**src/rtl/audio_in_sched_pkg.sv**
```systemverilog
// Shared types and helpers for the audio input drain scheduler.
package audio_in_sched_pkg;

    typedef enum logic [2:0] {
        IDLE = 3'd0,
        POP  = 3'd1,
        WAIT = 3'd2,
        CAPT = 3'd3,
        EMIT = 3'd4
    } drain_state_t;

    // Mono channels per stereo pair.
    localparam int STEREO_MULTIPLIER = 2;

    // Width of the flat channel index; never narrower than one bit.
    function automatic int chan_idx_width(input int total);
        return (total > 1) ? $clog2(total) : 1;
    endfunction

endpackage

```
**src/rtl/sat_event_counter.sv**
```systemverilog
// Saturating event counter with synchronous clear. A clear coincident with
// an event leaves the count at 1 so the event is never lost.
module sat_event_counter #(
    parameter int WIDTH = 16
) (
    input  logic             clk_i,
    input  logic             rst_ni,
    input  logic             evt,
    input  logic             clr,
    output logic [WIDTH-1:0] cnt
);

    logic [WIDTH-1:0] cnt_q;
    logic [WIDTH-1:0] cnt_d;

    // Next count: clear wins over hold, an event in the clear cycle counts once.
    always_comb begin
        cnt_d = cnt_q;
        if (clr) begin
            cnt_d = evt ? WIDTH'(1) : '0;
        end else if (evt && (cnt_q != '1)) begin
            cnt_d = cnt_q + WIDTH'(1);
        end
    end

    // Count register.
    always_ff @(posedge clk_i or negedge rst_ni) begin
        if (!rst_ni) begin
            cnt_q <= '0;
        end else begin
            cnt_q <= cnt_d;
        end
    end

    assign cnt = cnt_q;

endmodule

```
**src/rtl/audio_in_drain_sched.sv**
```systemverilog
// Drain scheduler: pops one stereo frame at a time from the I2S input buffer,
// captures it after the buffer read latency and serialises its mono channels
// onto a valid/ready stream. Also counts buffer-full episodes.
//
// Stream handshake: a beat transfers on a rising sys_clk edge where m_valid and
// m_ready are both high. Once m_valid is raised, m_data/m_chan/m_last hold until
// that transfer and m_valid stays high; only reset removes it early.
module audio_in_drain_sched
    import audio_in_sched_pkg::*;
#(
    parameter int NUM_AUDIO_CHANNELS = 1,
    parameter int AUDIO_WIDTH        = 24,
    parameter int READ_LATENCY       = 1,
    parameter int OVF_CNT_WIDTH      = 16,
    localparam int TOTAL             = NUM_AUDIO_CHANNELS * STEREO_MULTIPLIER,
    localparam int CHAN_W            = chan_idx_width(TOTAL)
) (
    input  logic                           sys_clk,
    input  logic                           sys_rst_n,
    input  logic                           en,
    input  logic                           buffer_ready,
    input  logic                           buffer_full,
    input  logic [TOTAL*AUDIO_WIDTH-1:0]   audio_channel_in,
    output logic                           adv_read_enable,
    output logic [AUDIO_WIDTH-1:0]         m_data,
    output logic [CHAN_W-1:0]              m_chan,
    output logic                           m_last,
    output logic                           m_valid,
    input  logic                           m_ready,
    output logic                           busy,
    input  logic                           clr_overflow,
    output logic [OVF_CNT_WIDTH-1:0]       overflow_cnt
);

    drain_state_t                 state_q, state_d;
    logic [TOTAL*AUDIO_WIDTH-1:0] frame_q;
    logic [CHAN_W-1:0]            idx_q, idx_d;
    logic [2:0]                   lat_q, lat_d;
    logic                         adv_q;
    logic                         capture;
    logic                         last_chan;
    logic                         emit;
    logic                         full_prev_q;
    logic                         full_rise;

    assign emit      = (state_q == EMIT);
    assign last_chan = (idx_q == CHAN_W'(TOTAL - 1));

    // Next-state logic: one pop, wait out the read latency, capture, then emit
    // every channel; chain straight into the next pop when more data is ready.
    always_comb begin
        state_d = state_q;
        idx_d   = idx_q;
        lat_d   = lat_q;
        capture = 1'b0;
        case (state_q)
            IDLE: begin
                if (en && buffer_ready) begin
                    state_d = POP;
                end
            end
            POP: begin
                lat_d   = 3'(READ_LATENCY);
                state_d = WAIT;
            end
            WAIT: begin
                lat_d = lat_q - 3'd1;
                if (lat_q <= 3'd1) begin
                    state_d = CAPT;
                end
            end
            CAPT: begin
                capture = 1'b1;
                idx_d   = '0;
                state_d = EMIT;
            end
            EMIT: begin
                if (m_ready) begin
                    if (!last_chan) begin
                        idx_d = idx_q + CHAN_W'(1);
                    end else if (en && buffer_ready) begin
                        state_d = POP;
                    end else begin
                        state_d = IDLE;
                    end
                end
            end
            default: begin
                state_d = IDLE;
            end
        endcase
    end

    // Control registers; the pop pulse is registered so it is high exactly
    // for the cycle spent in POP.
    always_ff @(posedge sys_clk or negedge sys_rst_n) begin
        if (!sys_rst_n) begin
            state_q <= IDLE;
            idx_q   <= '0;
            lat_q   <= '0;
            adv_q   <= 1'b0;
        end else begin
            state_q <= state_d;
            idx_q   <= idx_d;
            lat_q   <= lat_d;
            adv_q   <= (state_d == POP);
        end
    end

    // Frame register, loaded with all channels of the popped frame at once.
    always_ff @(posedge sys_clk or negedge sys_rst_n) begin
        if (!sys_rst_n) begin
            frame_q <= '0;
        end else if (capture) begin
            frame_q <= audio_channel_in;
        end
    end

    // Stream outputs: select the current channel, all zero outside EMIT.
    always_comb begin
        m_data = '0;
        for (int i = 0; i < TOTAL; i++) begin
            if (emit && (idx_q == CHAN_W'(i))) begin
                m_data = frame_q[i*AUDIO_WIDTH +: AUDIO_WIDTH];
            end
        end
    end

    assign m_valid         = emit;
    assign m_chan          = emit ? idx_q : '0;
    assign m_last          = emit && last_chan;
    assign busy            = (state_q != IDLE);
    assign adv_read_enable = adv_q;

    // Previous buffer_full value for rising-edge detection.
    always_ff @(posedge sys_clk or negedge sys_rst_n) begin
        if (!sys_rst_n) begin
            full_prev_q <= 1'b0;
        end else begin
            full_prev_q <= buffer_full;
        end
    end

    assign full_rise = buffer_full && !full_prev_q;

    sat_event_counter #(
        .WIDTH(OVF_CNT_WIDTH)
    ) u_ovf_cnt (
        .clk_i  (sys_clk),
        .rst_ni (sys_rst_n),
        .evt    (full_rise),
        .clr    (clr_overflow),
        .cnt    (overflow_cnt)
    );

endmodule

```
**config.mk**
```make
export PLATFORM = sky130hd
export DESIGN_NAME = audio_in_drain_sched
export DESIGN_NICKNAME = d
export VERILOG_FILES = /design/src/rtl/audio_in_sched_pkg.sv /design/src/rtl/sat_event_counter.sv /design/src/rtl/audio_in_drain_sched.sv
export SDC_FILE = /design/constraint.sdc
export NUM_CORES = 1
export LEC_CHECK = 0
export ABC_AREA = 1
export BUFFER_PORTS_ARGS = -buffer_cell sky130_fd_sc_hd__buf_2
export CAP_MARGIN = 10
export CORE_MARGIN = 1.5
export CORE_UTILIZATION = 40
export CTS_BUF_LIST = sky130_fd_sc_hd__clkbuf_2
export CTS_CLUSTER_DIAMETER = 80
export CTS_CLUSTER_SIZE = 8
export DETAILED_ROUTE_END_ITERATION = 8
export SYNTH_ARGS = -nofsm -noshare
export SYNTH_HDL_FRONTEND = slang
export SYNTH_SLANG_ARGS = --single-unit
```
**constraint.sdc**
```tcl
create_clock -name sys_clk -period 2.09 [get_ports sys_clk]
set_clock_uncertainty 0.15 [all_clocks]
set_input_delay 0.1045 -clock sys_clk [delete_from_list [all_inputs] [get_ports sys_clk]]
set_output_delay 0.1045 -clock sys_clk [all_outputs]
set_load 0.1 [all_outputs]
```
== Word-level counts from Yosys, hierarchy flattened ==
Cells that the tools add are included.
Storage, ports and cells
  input port bits: 55
  output and inout port bits: 45
  logic and storage cells: 48
  bits in registers: 73
Cells by class
  muxes and demuxes: 17
  add/sub/neg operators: 3
  bitwise gates (word level): 1
  reduce and logical (&&, ||, !) cells: 12
  equal/unequal tests: 7
  magnitude comparators: 1
Operators with widths (number)
  $mux W24: 2
  $mux W16: 2
  $add A16 B1 Y16 const B: 1
  $ne A16 B16 Y1 const B: 1
  $pmux W3 S5: 1
  $mux W3: 4
  $eq A3 B1 Y1 const B: 2
  $eq A3 B2 Y1 const B: 2
  $mux W1: 6
  $pmux W3 S2: 1
  $reduce_bool A2 Y1: 3
  $logic_and A1 B1 Y1: 5
  $eq A3 B3 Y1 const B: 1
  $le A3 B1 Y1 const B: 1
  $logic_not A3 Y1: 1
  $reduce_bool A3 Y1: 1
  $sub A3 B1 Y3 const B: 1
  $ne A2 B2 Y1 const B: 1
  $pmux W1 S2: 1
  $reduce_and A2 Y1: 1
  $add A1 B1 Y1 const B: 1
  $logic_not A1 Y1: 1
  $not A1 Y1: 1

== Longest topological paths before layout ==
Gate-level depths: netlist of run 1.
  word-level depth: 6
  mapped depth: 10
  mapped depth without buffers: 9

== Hierarchy ==
Synthesis of run 1 repeated with hierarchy kept, for this count alone.
Second synthesis, totals
  cell total of the unflattened synthesis: 483
  area total of the unflattened synthesis: 3603.5 sq um
Modules (own cells, without submodules)
  audio_in_drain_sched: cells each 334, area each 2582.5 sq um, times used 1
  sat_event_counter: cells each 149, area each 1021.0 sq um, times used 1

== Worst setup path before layout of run 1 ==
Ideal clock, no wire load.
  path type: register to output
  from: register state_q[0]
  to: output port m_data[14]
  required time: 1.836 ns
  buffers on the path: 1
  slack: -0.798 ns
  arrival time: 2.633 ns
  cell stages (with the launch flop): 7
  path through: dfrtp_1 > nor2_1 > nand2_1 > clkinv_1 > clkbuf_1 > nand3_1 > nand2_1
Between the ends
  longest elaborated chain between the ends: 4
  elaborated cells on any way between the ends: 5
  classes of those cells: eq/ne (1); mux (2); reduce/logical (2)
Ends and longest elaborated chain
  from (decl): RTL line audio_in_drain_sched.sv:35  | drain_state_t state_q, state_d;
  from (signal assigned): RTL line audio_in_drain_sched.sv:103  | state_q <= state_d;
  $eq A3 B3 Y1 (*): RTL line audio_in_drain_sched.sv:46  | assign emit = (state_q == EMIT);
  net m_valid: RTL line audio_in_drain_sched.sv:28  | output logic m_valid,
  $logic_and A1 B1 Y1: RTL line audio_in_drain_sched.sv:123  | if (emit && (idx_q == CHAN_W'(i))) begin
  $mux W24: RTL line audio_in_drain_sched.sv:123
  $mux W24 (*): RTL line audio_in_drain_sched.sv:123
  to (decl): RTL line audio_in_drain_sched.sv:25  | output logic [AUDIO_WIDTH-1:0] m_data,
Mark *: on every way through the listed nets, which the timed path passes. The rest lies on a longest branch.

== Worst setup path in the final report of run 1 ==
  from: register state_q[0]
  to: output port m_data[6]
Between the ends
  longest elaborated chain between the ends: 4
  elaborated cells on any way between the ends: 5
  classes of those cells: eq/ne (1); mux (2); reduce/logical (2)
Ends and longest elaborated chain (RTL line)
  $eq A3 B3 Y1 (*): audio_in_drain_sched.sv:46
  $logic_and A1 B1 Y1: audio_in_drain_sched.sv:123
  $mux W24: audio_in_drain_sched.sv:123
  $mux W24 (*): audio_in_drain_sched.sv:123
Mark *: on every way between the ends. The rest lies on a longest branch, timed or not.

==> results of run 1 <==
## path summary, 6_finish.rpt
check                                      start                 to  slack [ns]  cells after the start
worst max-delay path                  state_q[0]          m_data[6]       -0.04                      7
worst min-delay path                 buffer_full        full_prev_q        0.11                      2
worst max register to register  u_ovf_cnt.cnt[0]  u_ovf_cnt.cnt[14]        0.17                     10
worst min register to register        frame_q[3]         frame_q[3]        0.35                      2
max in group asynchronous              sys_rst_n   u_ovf_cnt.cnt[0]        0.52                      3
min in group asynchronous              sys_rst_n        frame_q[22]        0.55                      4
## Yosys cell counts (3+ instances only)
library cell / n / area share
sky130_fd_sc_hd__o21bai_1: 3 / 0.0063
sky130_fd_sc_hd__inv_2: 3 / 0.0032
sky130_fd_sc_hd__nor2_1: 27 / 0.028
sky130_fd_sc_hd__a21oi_1: 3 / 0.0042
sky130_fd_sc_hd__buf_2: 6 / 0.0084
sky130_fd_sc_hd__clkbuf_1: 11 / 0.012
sky130_fd_sc_hd__nand3_1: 35 / 0.049
sky130_fd_sc_hd__dfrtp_1: 73 / 0.51
sky130_fd_sc_hd__nand4_1: 14 / 0.025
sky130_fd_sc_hd__nand2_1: 256 / 0.27
sky130_fd_sc_hd__o21ai_0: 7 / 0.0098
sky130_fd_sc_hd__ha_1: 3 / 0.011
sky130_fd_sc_hd__xor2_1: 6 / 0.015
sky130_fd_sc_hd__inv_1: 15 / 0.016
## flip-flops by register name (all words and copies together) (netlist names)
register,cells
frame_q,48
u_ovf_cnt.cnt,16
lat_q,3
state_q,3
adv_read_enable,1
full_prev_q,1
idx_q,1
## routing by layer
metal	global-route usage	vias up	routed length, um
met1	0.307	1727	4580
met4	0.0692	0	145
met3	0.0302	13	444
met2	0.380	92	4860
met5	0	-	0
li1	-	1816	-
## power groups by stage
stage | Sequential, W | Combinational (W) | Clock, W
final | 0.00223 | 0.00271 | 0.000807
after global routing | 0.00230 | 0.00296 | 0.000889
after CTS | 0.00222 | 0.00273 | 0.000820
after detailed placement | 0.00225 | 0.00253 | 0
after global placement | 0.00223 | 0.00248 | 0
after floorplan | 0.00225 | 0.00167 | 0
## per-stage QoR
step / cell area, um^2 / instances / hold WS, ns
after global routing: 5480 / 750 / 0.0736
after floorplan: 3610 / 476 / -0.341
after CTS: 5470 / 751 / 0.0755
after global placement: 4660 / 671 / -0.0497
final: 5480 / 750 / 0.107
after detailed placement: 4660 / 671 / -0.0457
## layout make-up
type	instances	area [um^2]
tap	108	135
multi-input combinational	363	1660
clock buffer	10	50.0
inverter	20	75.1
sequential	73	1850
clock inverter	6	67.6
fill	739	3200
timing repair buffer	170	1640
## kinds of logic (layout without fill, tap and decap cells)
kind of cell | count (synthesis) | count (layout) | synth area share
fa+ha+maj | 3 | 3 | 0.0105
compound gates | 15 | 15 | 0.0246
simple gates | 339 | 339 | 0.389
flops | 73 | 73 | 0.513
buf+inv | 40 | 206 | 0.0475
xor+xnor | 6 | 6 | 0.0148
## timing repair
action | in CTS | in global routing
resized for setup | 20 | 9
setup endpoints to repair | 26 | 41
endpoints found under the hold margin | 139 | 0
gates cloned | 1 | 0
pin swaps | 7 | 7
setup buffers | 7 | 1
hold buffers | 56 | 0
==> metrics.log, run 1 <==
INFO  metric place_worst_setup_slack = 0.151 ns
INFO  metric power_frac_seq = 0.388
INFO  metric critical_path.n_buffers_inverters = 2
INFO  metric route.detailed.drc = 0
INFO  metric worst_slew_pin_slew = 0.912 ns
INFO  metric timing.final.setup_violations = 18
INFO  metric clock_network_fraction_of_design_power = 0.141
INFO  metric post_synth_num_cell_types = 25
INFO  metric max-cap-violations = 0
INFO  metric global_route_wire_length_before_repair = 17.3 mm
INFO  metric netSwitchingPower = 0.00259 W
INFO  metric yosys_register_bits = 73
INFO  metric finalWeightedCongestion = 0.887
INFO  metric tritoncts.num_buffers = 9
INFO  metric floorplan.die.width = 97.3 um
INFO  metric cts_sinks = 73
INFO  metric worstSetupStartpointType = flop
INFO  metric tritoncts = yes
INFO  metric timing.slew.headroom = 0.390
INFO  metric dieArea = 0.00947 mm^2
INFO  metric hold_path_class = input pin to flop
INFO  metric worst_path_largest_cell_delay = 0.45 ns
INFO  metric layout_min_cycle_time = 2.13 ns
INFO  metric vdd_drop_max = 0.424 mV
INFO  metric ioPinCount = 100
INFO  metric sequential_fraction_of_the_synthesis_area = 0.513
INFO  metric drt_iter0_drc = 136
INFO  metric clk_pin_slew = 0.22 ns
INFO  metric worst-path-max-fanout = 13
INFO  metric synth_cells = 476
INFO  metric power_per_cell_area = 1050 mW/mm^2
INFO  metric critical_path.top_delay_family = simple AND/OR/NAND/NOR gates
INFO  metric synthFlopType = sky130_fd_sc_hd__dfrtp_1
INFO  metric antenna_cells_inserted = 0
INFO  metric layout.cells.most_common = sky130_fd_sc_hd__nand2_1
INFO  metric post_synthesis_cell_area = 0.00356 mm^2
INFO  metric run_status = complete, but fails checks
INFO  metric globalRoute.totalOverflow = 0
INFO  metric timing.critical_path.mode_cell = sky130_fd_sc_hd__nand2_2
INFO  metric failed_checks = negative setup slack
INFO  metric crit_chain = nor2_2 > nand2_2 > nor2_4 > buf_6 > nand2_1 > nand2_2 > buf_12
INFO  metric path_class = flop to output port
INFO  metric chipHeight = 97.3 um
INFO  metric antenna_violating_nets_post_route = 0
INFO  metric grtUsageTotal = 0.226
INFO  metric power_report.internal_total = 0.00314 W
INFO  metric pins_over_their_slew_limit = 0
INFO  metric synth.avg_cell_area = 7.48 um^2
INFO  metric placement_rows = 34
INFO  metric avgRoutedWirePerCell = 13.4 um
INFO  metric power.combinational.fraction = 0.471
INFO  metric setup-tns-final = -0.213 ns
INFO  metric core_area = 0.00868 mm^2
INFO  metric antenna_found_initial = 0
INFO  metric critical_path_required = 1.84 ns
INFO  metric layout_setup_ws = -0.0385 ns
INFO  metric rsz0062_at_grt = yes
INFO  metric cp_slowest_cell = sky130_fd_sc_hd__dfrtp_1
INFO  metric detailroute.via_count = 3,648
INFO  metric async_flop_share = 1.00
INFO  metric largest_net_degree_at_the_start_of_global_routing = 50
INFO  metric worst-endpoint-arrival = 1.87 ns
INFO  metric cts-root-buf = sky130_fd_sc_hd__clkbuf_2
INFO  metric timing.final.hold_violations = 0
INFO  metric p_sw_frac = 0.452
INFO  metric first_pass_iters = 4
INFO  metric detail_route.vias_per_cell = 4.86
INFO  metric area.growth.synth_to_final = 53.8%
INFO  metric most-common-layout-cells = sky130_fd_sc_hd__nand2_1 (229), sky130_fd_sc_hd__buf_2 (72), sky130_fd_sc_hd__dfrtp_1 (61)
INFO  metric end_kind = output port
INFO  metric hpwl = 6.38 mm
INFO  metric finalNetCount = 695
INFO  metric cts.path.max_buffers = 2
INFO  metric achievable_freq = 0.470 GHz
INFO  metric p_total = 0.00574 W
INFO  metric starting_density = 0.410
INFO  metric ratio_of_cells_with_drive_above_1_in_the_final_layout = 0.285
INFO  metric postSynthNetCount = 534
INFO  metric yosysWarningCount = 0
INFO  metric utilization = 0.631
INFO  metric htreeDepth = 3
INFO  metric worstSkewPairLatency = 0.51 ns
INFO  metric numPortBuffers = 99
INFO  metric first_global_vias = 3,591
INFO  metric finalWirelength = 10.0 mm
INFO  metric p_leak = 2.78 nW
INFO  metric number_of_synthesized_flops_with_an_enable_pin = 0
INFO  metric fraction_of_the_cycle_the_final_worst_path_needs = 1.02
Power figures use the tool's default switching activity.
==> run 2: changes to the inputs <==
- CTS_BUF_LIST: sky130_fd_sc_hd__clkbuf_2 -> sky130_fd_sc_hd__clkbuf_4
==> run 2 against run 1 <==
  * The flow now finishes without violations
  * Highest routed layer unchanged
  * Cell count shrank 0.13%
  * Core utilization hardly changed
  * First-iteration DRC count is 20% higher
  * Wire length is 0.42% lower
  * Worst hold slack worse by 0.067 ns
  * Sequential share of layout area barely moved
  * Sequential power about the same
  * Non-clock buffer count down 1
  * Critical endpoint is now m_data[21]
==> metrics.log, run 2 (synthesized netlist as in run 1, its figures left out) <==
INFO  metric finalNetCount = 694
INFO  metric avgRoutedWirePerCell = 13.3 um
INFO  metric multiInputGateArea = 0.00163 mm^2
INFO  metric placement_rows = 34
INFO  metric power_report.internal_total = 0.00325 W
INFO  metric globalRoute.totalOverflow = 0
INFO  metric worst_slew_pin_slew = 0.807 ns
INFO  metric tritoncts.num_buffers = 9
INFO  metric timing.critical_path.mode_cell = sky130_fd_sc_hd__nand2_2
INFO  metric cts-root-buf = sky130_fd_sc_hd__clkbuf_4
INFO  metric drt_iter0_drc = 163
INFO  metric critical_path_required = 1.84 ns
INFO  metric largest_net_degree_at_the_start_of_global_routing = 50
INFO  metric antenna_cells_inserted = 0
INFO  metric max-cap-violations = 0
INFO  metric grtUsageTotal = 0.224
INFO  metric layout.cells.most_common = sky130_fd_sc_hd__nand2_1
INFO  metric detail_route.vias_per_cell = 4.88
INFO  metric floorplan.die.width = 97.3 um
INFO  metric place_worst_setup_slack = 0.151 ns
INFO  metric chipHeight = 97.3 um
INFO  metric worst_path_largest_cell_delay = 0.41 ns
INFO  metric cts.path.max_buffers = 2
INFO  metric worstSetupStartpointType = flop
INFO  metric ioPinCount = 100
INFO  metric rsz0062_at_grt = yes
INFO  metric hold_path_class = input pin to asynchronous set/reset pin
INFO  metric clk_pin_slew = 0.13 ns
INFO  metric finalWirelength = 9.99 mm
INFO  metric power_per_cell_area = 1070 mW/mm^2
INFO  metric power_frac_seq = 0.381
INFO  metric p_leak = 2.78 nW
INFO  metric cp_slowest_cell = sky130_fd_sc_hd__dfrtp_1
INFO  metric numPortBuffers = 99
INFO  metric ff2ff_setup_slack = 0.20 ns
INFO  metric worstSkewPairLatency = 0.40 ns
INFO  metric end_kind = output port
INFO  metric global_route_wire_length_before_repair = 17.2 mm
INFO  metric largest_reg_flops = 48
INFO  metric place_area = 0.00466 mm^2
INFO  metric first_global_vias = 3,561
INFO  metric vdd_drop_max = 0.444 mV
INFO  metric setup-tns-final = 0 ns
INFO  metric crit_chain = nor2_2 > nand2_2 > nor2_4 > buf_4 > buf_16 > nand2_1 > nand2_2 > buf_12
INFO  metric top_register = frame_q
INFO  metric clock_network_fraction_of_design_power = 0.155
INFO  metric hpwl = 6.38 mm
INFO  metric final.hold.worst_slack = 0.0390 ns
INFO  metric ratio_of_cells_with_drive_above_1_in_the_final_layout = 0.268
INFO  metric htreeDepth = 3
INFO  metric detailroute.via_count = 3,652
INFO  metric path_class = flop to output port
INFO  metric timing.final.setup_violations = 0
INFO  metric finalWeightedCongestion = 0.887
INFO  metric tritoncts = yes
INFO  metric core_area = 0.00868 mm^2
INFO  metric worst-endpoint-arrival = 1.75 ns
INFO  metric run_status = complete, no violations
INFO  metric critical_path.top_delay_family = simple AND/OR/NAND/NOR gates
INFO  metric layout_setup_ws = 0.0820 ns
INFO  metric register_area = 0.00185 mm^2
INFO  metric most-common-layout-cells = sky130_fd_sc_hd__nand2_1 (239), sky130_fd_sc_hd__buf_2 (72), sky130_fd_sc_hd__dfrtp_1 (61)
INFO  metric fraction_of_the_cycle_the_final_worst_path_needs = 0.961
INFO  metric cts_sinks = 73
INFO  metric netSwitchingPower = 0.00258 W
INFO  metric first_pass_iters = 4
INFO  metric route.detailed.drc = 0
INFO  metric n_fill_cell = 735
INFO  metric starting_density = 0.410
INFO  metric area.growth.synth_to_final = 53.7%
INFO  metric timing.final.hold_violations = 0
INFO  metric pins_over_their_slew_limit = 0
INFO  metric antenna_found_initial = 0
INFO  metric finish.instance_area = 0.00547 mm^2
INFO  metric power.combinational.fraction = 0.464
INFO  metric dieArea = 0.00947 mm^2
INFO  metric p_sw_frac = 0.443
INFO  metric antenna_violating_nets_post_route = 0
INFO  metric worst-path-max-fanout = 13
INFO  metric critical_path.n_buffers_inverters = 3
INFO  metric achievable_freq = 0.498 GHz
INFO  metric timing.slew.headroom = 0.461
INFO  metric layout_min_cycle_time = 2.01 ns
run 2: changes by cell type in the layout (fill, tap and decap cells not counted), sizes merged:
cell / before / now
dlygate4sd3: 56 / 54
buf: 114 / 115
clkinv: 3 / 4
inv: 20 / 19
run 2: repair_timing:
item                                    in CTS  in global routing
hold endpoints to repair                   108                  0
gates cloned                                 1                  0
setup buffers                                4                  3
gates resized for setup                      5                  7
endpoints found under the setup margin      24                 39
pin swaps                                    2                  2
hold buffers                                54                  0
run 2: power groups by stage:
stage / clock, W / sequential (W) / combinational, W
floorplan: 0 / 0.00225 / 0.00167
global placement: 0 / 0.00223 / 0.00248
detailed placement: 0 / 0.00225 / 0.00253
CTS: 0.000920 / 0.00222 / 0.00270
global route: 0.000987 / 0.00230 / 0.00296
finish: 0.000905 / 0.00222 / 0.00270
run 2: final timing paths:
kind / startpoint / endpoint / cells after the start
hold / removal: sys_rst_n / lat_q[2] / 2
setup / recovery: state_q[1] / m_data[21] / 8
min in group sys_clk: buffer_full / full_prev_q / 2
setup reg to reg: u_ovf_cnt.cnt[0] / u_ovf_cnt.cnt[14] / 10
max in group asynchronous: sys_rst_n / frame_q[8] / 4
hold reg to reg: frame_q[3] / frame_q[3] / 2
run 2: cell type report:
class                           instances  share of cell area
Tap cell                              108              0.0247
Inverter                               20              0.0137
Clock buffer                           10              0.0137
Multi-Input combinational cell        363               0.298
Clock inverter                          6              0.0123
Timing Repair Buffer                  169               0.300
Sequential cell                        73               0.338
run 2: per-layer routing:
metal,GRT usage,share of wire,up-vias
li1,-,-,1814
met1,0.310,0.46,1740
met2,0.372,0.49,90
met3,0.0302,0.039,8
met4,0.0582,0.0089,0
met5,0,0,-
run 2: per-stage QoR:
| step | cells | power, W | util |
|---|---|---|---|
| 6_report | 749 | 0.00583 | 0.630 |
| 5_1_grt | 749 | 0.00624 | 0.630 |
| 4_1_cts | 746 | 0.00584 | 0.625 |
| 3_5_place_dp | 671 | 0.00479 | 0.537 |
| 3_3_place_gp | 671 | 0.00471 | 0.537 |
| 2_1_floorplan | 476 | 0.00392 | - |
==> run 3: changes to the inputs <==
- RECOVER_POWER: not set -> 50
==> run 3 against run 2 <==
  * Non-clock buffer count stayed put
  * Sequential cell count stayed put
  * Final area is 0.21% lower
  * Wire length is 0.89% lower
  * Critical path type unchanged
  * Combinational power hardly changed
  * Cell count stayed put
  * Highest routed layer unchanged
  * Worst hold slack better by 0.18 ns
  * Critical endpoint unchanged
==> metrics.log, run 3 (synthesized netlist as in run 1, its figures left out) <==
INFO  metric run_status = complete, no violations
INFO  metric starting_density = 0.410
INFO  metric finalWirelength = 9.90 mm
INFO  metric cts.path.max_buffers = 2
INFO  metric worst-path-max-fanout = 13
INFO  metric p_leak = 2.76 nW
INFO  metric most-common-layout-cells = sky130_fd_sc_hd__nand2_1 (239), sky130_fd_sc_hd__dfrtp_1 (61), sky130_fd_sc_hd__buf_2 (57)
INFO  metric antenna_cells_inserted = 0
INFO  metric n_fill_cell = 740
INFO  metric hpwl = 6.38 mm
INFO  metric layout.cells.most_common = sky130_fd_sc_hd__nand2_1
INFO  metric global_route_wire_length_before_repair = 17.2 mm
INFO  metric avgRoutedWirePerCell = 13.2 um
INFO  metric antenna_violating_nets_post_route = 0
INFO  metric layout_min_cycle_time = 2.01 ns
INFO  metric critical_path_required = 1.84 ns
INFO  metric timing.critical_path.mode_cell = sky130_fd_sc_hd__nand2_2
INFO  metric antenna_found_initial = 0
INFO  metric cts-root-buf = sky130_fd_sc_hd__clkbuf_4
INFO  metric numPortBuffers = 99
INFO  metric grtUsageTotal = 0.224
INFO  metric largest_net_degree_at_the_start_of_global_routing = 50
INFO  metric hold_path_class = input pin to flop
INFO  metric rsz0062_at_grt = yes
INFO  metric max-cap-violations = 0
INFO  metric area.growth.synth_to_final = 53.4%
INFO  metric globalRoute.totalOverflow = 0
INFO  metric fraction_of_the_cycle_the_final_worst_path_needs = 0.963
INFO  metric achievable_freq = 0.497 GHz
INFO  metric worstSkewPairLatency = 0.40 ns
INFO  metric dieArea = 0.00947 mm^2
INFO  metric ratio_of_cells_with_drive_above_1_in_the_final_layout = 0.264
INFO  metric pins_over_their_slew_limit = 0
INFO  metric worst_path_largest_cell_delay = 0.41 ns
INFO  metric ff2ff_setup_slack = 0.21 ns
INFO  metric vdd_drop_max = 0.443 mV
INFO  metric tritoncts = yes
INFO  metric top_register = frame_q
INFO  metric worst-endpoint-arrival = 1.76 ns
INFO  metric finish.instance_area = 0.00546 mm^2
INFO  metric place_area = 0.00466 mm^2
INFO  metric detailroute.via_count = 3,643
INFO  metric largest_reg_flops = 48
INFO  metric first_global_vias = 3,561
INFO  metric utilization = 0.629
INFO  metric timing.slew.headroom = 0.193
INFO  metric core_area = 0.00868 mm^2
INFO  metric floorplan.die.width = 97.3 um
INFO  metric cp_slowest_cell = sky130_fd_sc_hd__dfrtp_1
INFO  metric setup-tns-final = 0 ns
INFO  metric end_kind = output port
INFO  metric drt_iter0_drc = 165
INFO  metric first_pass_iters = 4
INFO  metric final.hold.worst_slack = 0.220 ns
INFO  metric placement_rows = 34
INFO  metric worstSetupStartpointType = flop
INFO  metric timing.final.hold_violations = 0
INFO  metric power_per_cell_area = 1070 mW/mm^2
INFO  metric critical_path.top_delay_family = simple AND/OR/NAND/NOR gates
INFO  metric path_class = flop to output port
INFO  metric finalWeightedCongestion = 0.887
INFO  metric chipHeight = 97.3 um
INFO  metric ioPinCount = 100
INFO  metric worst_slew_pin_slew = 1.21 ns
INFO  metric clk_pin_slew = 0.13 ns
INFO  metric cts_sinks = 73
INFO  metric critical_path.n_buffers_inverters = 3
INFO  metric tritoncts.num_buffers = 9
INFO  metric route.detailed.drc = 0
INFO  metric htreeDepth = 3
INFO  metric timing.final.setup_violations = 0
INFO  metric finalNetCount = 694
INFO  metric crit_chain = nor2_2 > nand2_2 > nor2_4 > buf_4 > buf_16 > nand2_1 > nand2_2 > buf_12
INFO  metric detail_route.vias_per_cell = 4.86
-- run 3: worst reg2reg max path: cells and delay by family (launching register included) --
family                     cells  cell delay, ns
and+or+nand+nor                7            0.72
DFF                            1            0.46
adders and majority gates      1            0.25
buffers and inverters          2            0.25
-- run 3: layout make-up --
| type | instances | area, um^2 | share of cell area |
|---|---|---|---|
| Multi-Input combinational cell | 363 | 1630 | 0.298 |
| Clock buffer | 10 | 75.1 | 0.0137 |
| Timing Repair Buffer | 169 | 1630 | 0.299 |
| Tap cell | 108 | 135 | 0.0247 |
| Sequential cell | 73 | 1850 | 0.338 |
| Clock inverter | 6 | 67.6 | 0.0124 |
| Inverter | 20 | 75.1 | 0.0137 |
-- run 3: layer usage --
layer	global-route usage	wire length (um)	up-vias
met2	0.372	4850	102
met1	0.310	4520	1718
met4	0.0582	93	0
met3	0.0302	439	8
li1	-	-	1815
met5	0	0	-
-- run 3: metrics by stage --
step | worst slack (ns) | std cells | total power [W]
finish | 0.0776 | 749 | 0.00582
global placement | 0.190 | 671 | 0.00471
floorplan | 0.000135 | 476 | 0.00392
detailed placement | 0.151 | 671 | 0.00479
CTS | -0.0155 | 746 | 0.00584
global route | -0.0104 | 749 | 0.00624
-- run 3: worst paths after layout --
check	startpoint	endpoint	depth (start not counted)
worst max-delay path	state_q[1]	m_data[21]	8
worst min-delay path	buffer_full	full_prev_q	2
worst max register to register	u_ovf_cnt.cnt[0]	u_ovf_cnt.cnt[14]	10
worst min register to register	frame_q[3]	frame_q[3]	2
max in group asynchronous	sys_rst_n	frame_q[8]	4
min in group asynchronous	sys_rst_n	lat_q[2]	2
-- run 3: repair_timing --
item / CTS / global route
hold endpoints to repair: 108 / 0
pin swaps: 2 / 2
setup endpoints to repair: 24 / 39
gates resized for setup: 5 / 7
buffers inserted: 4 / 3
hold buffers: 54 / 0
cloned: 1 / 0
-- run 3: power by group --
group          internal [W]  total, W  switching, W
combinational      0.000915   0.00270       0.00178
clock              0.000382  0.000905      0.000522
sequential          0.00195   0.00222      0.000273
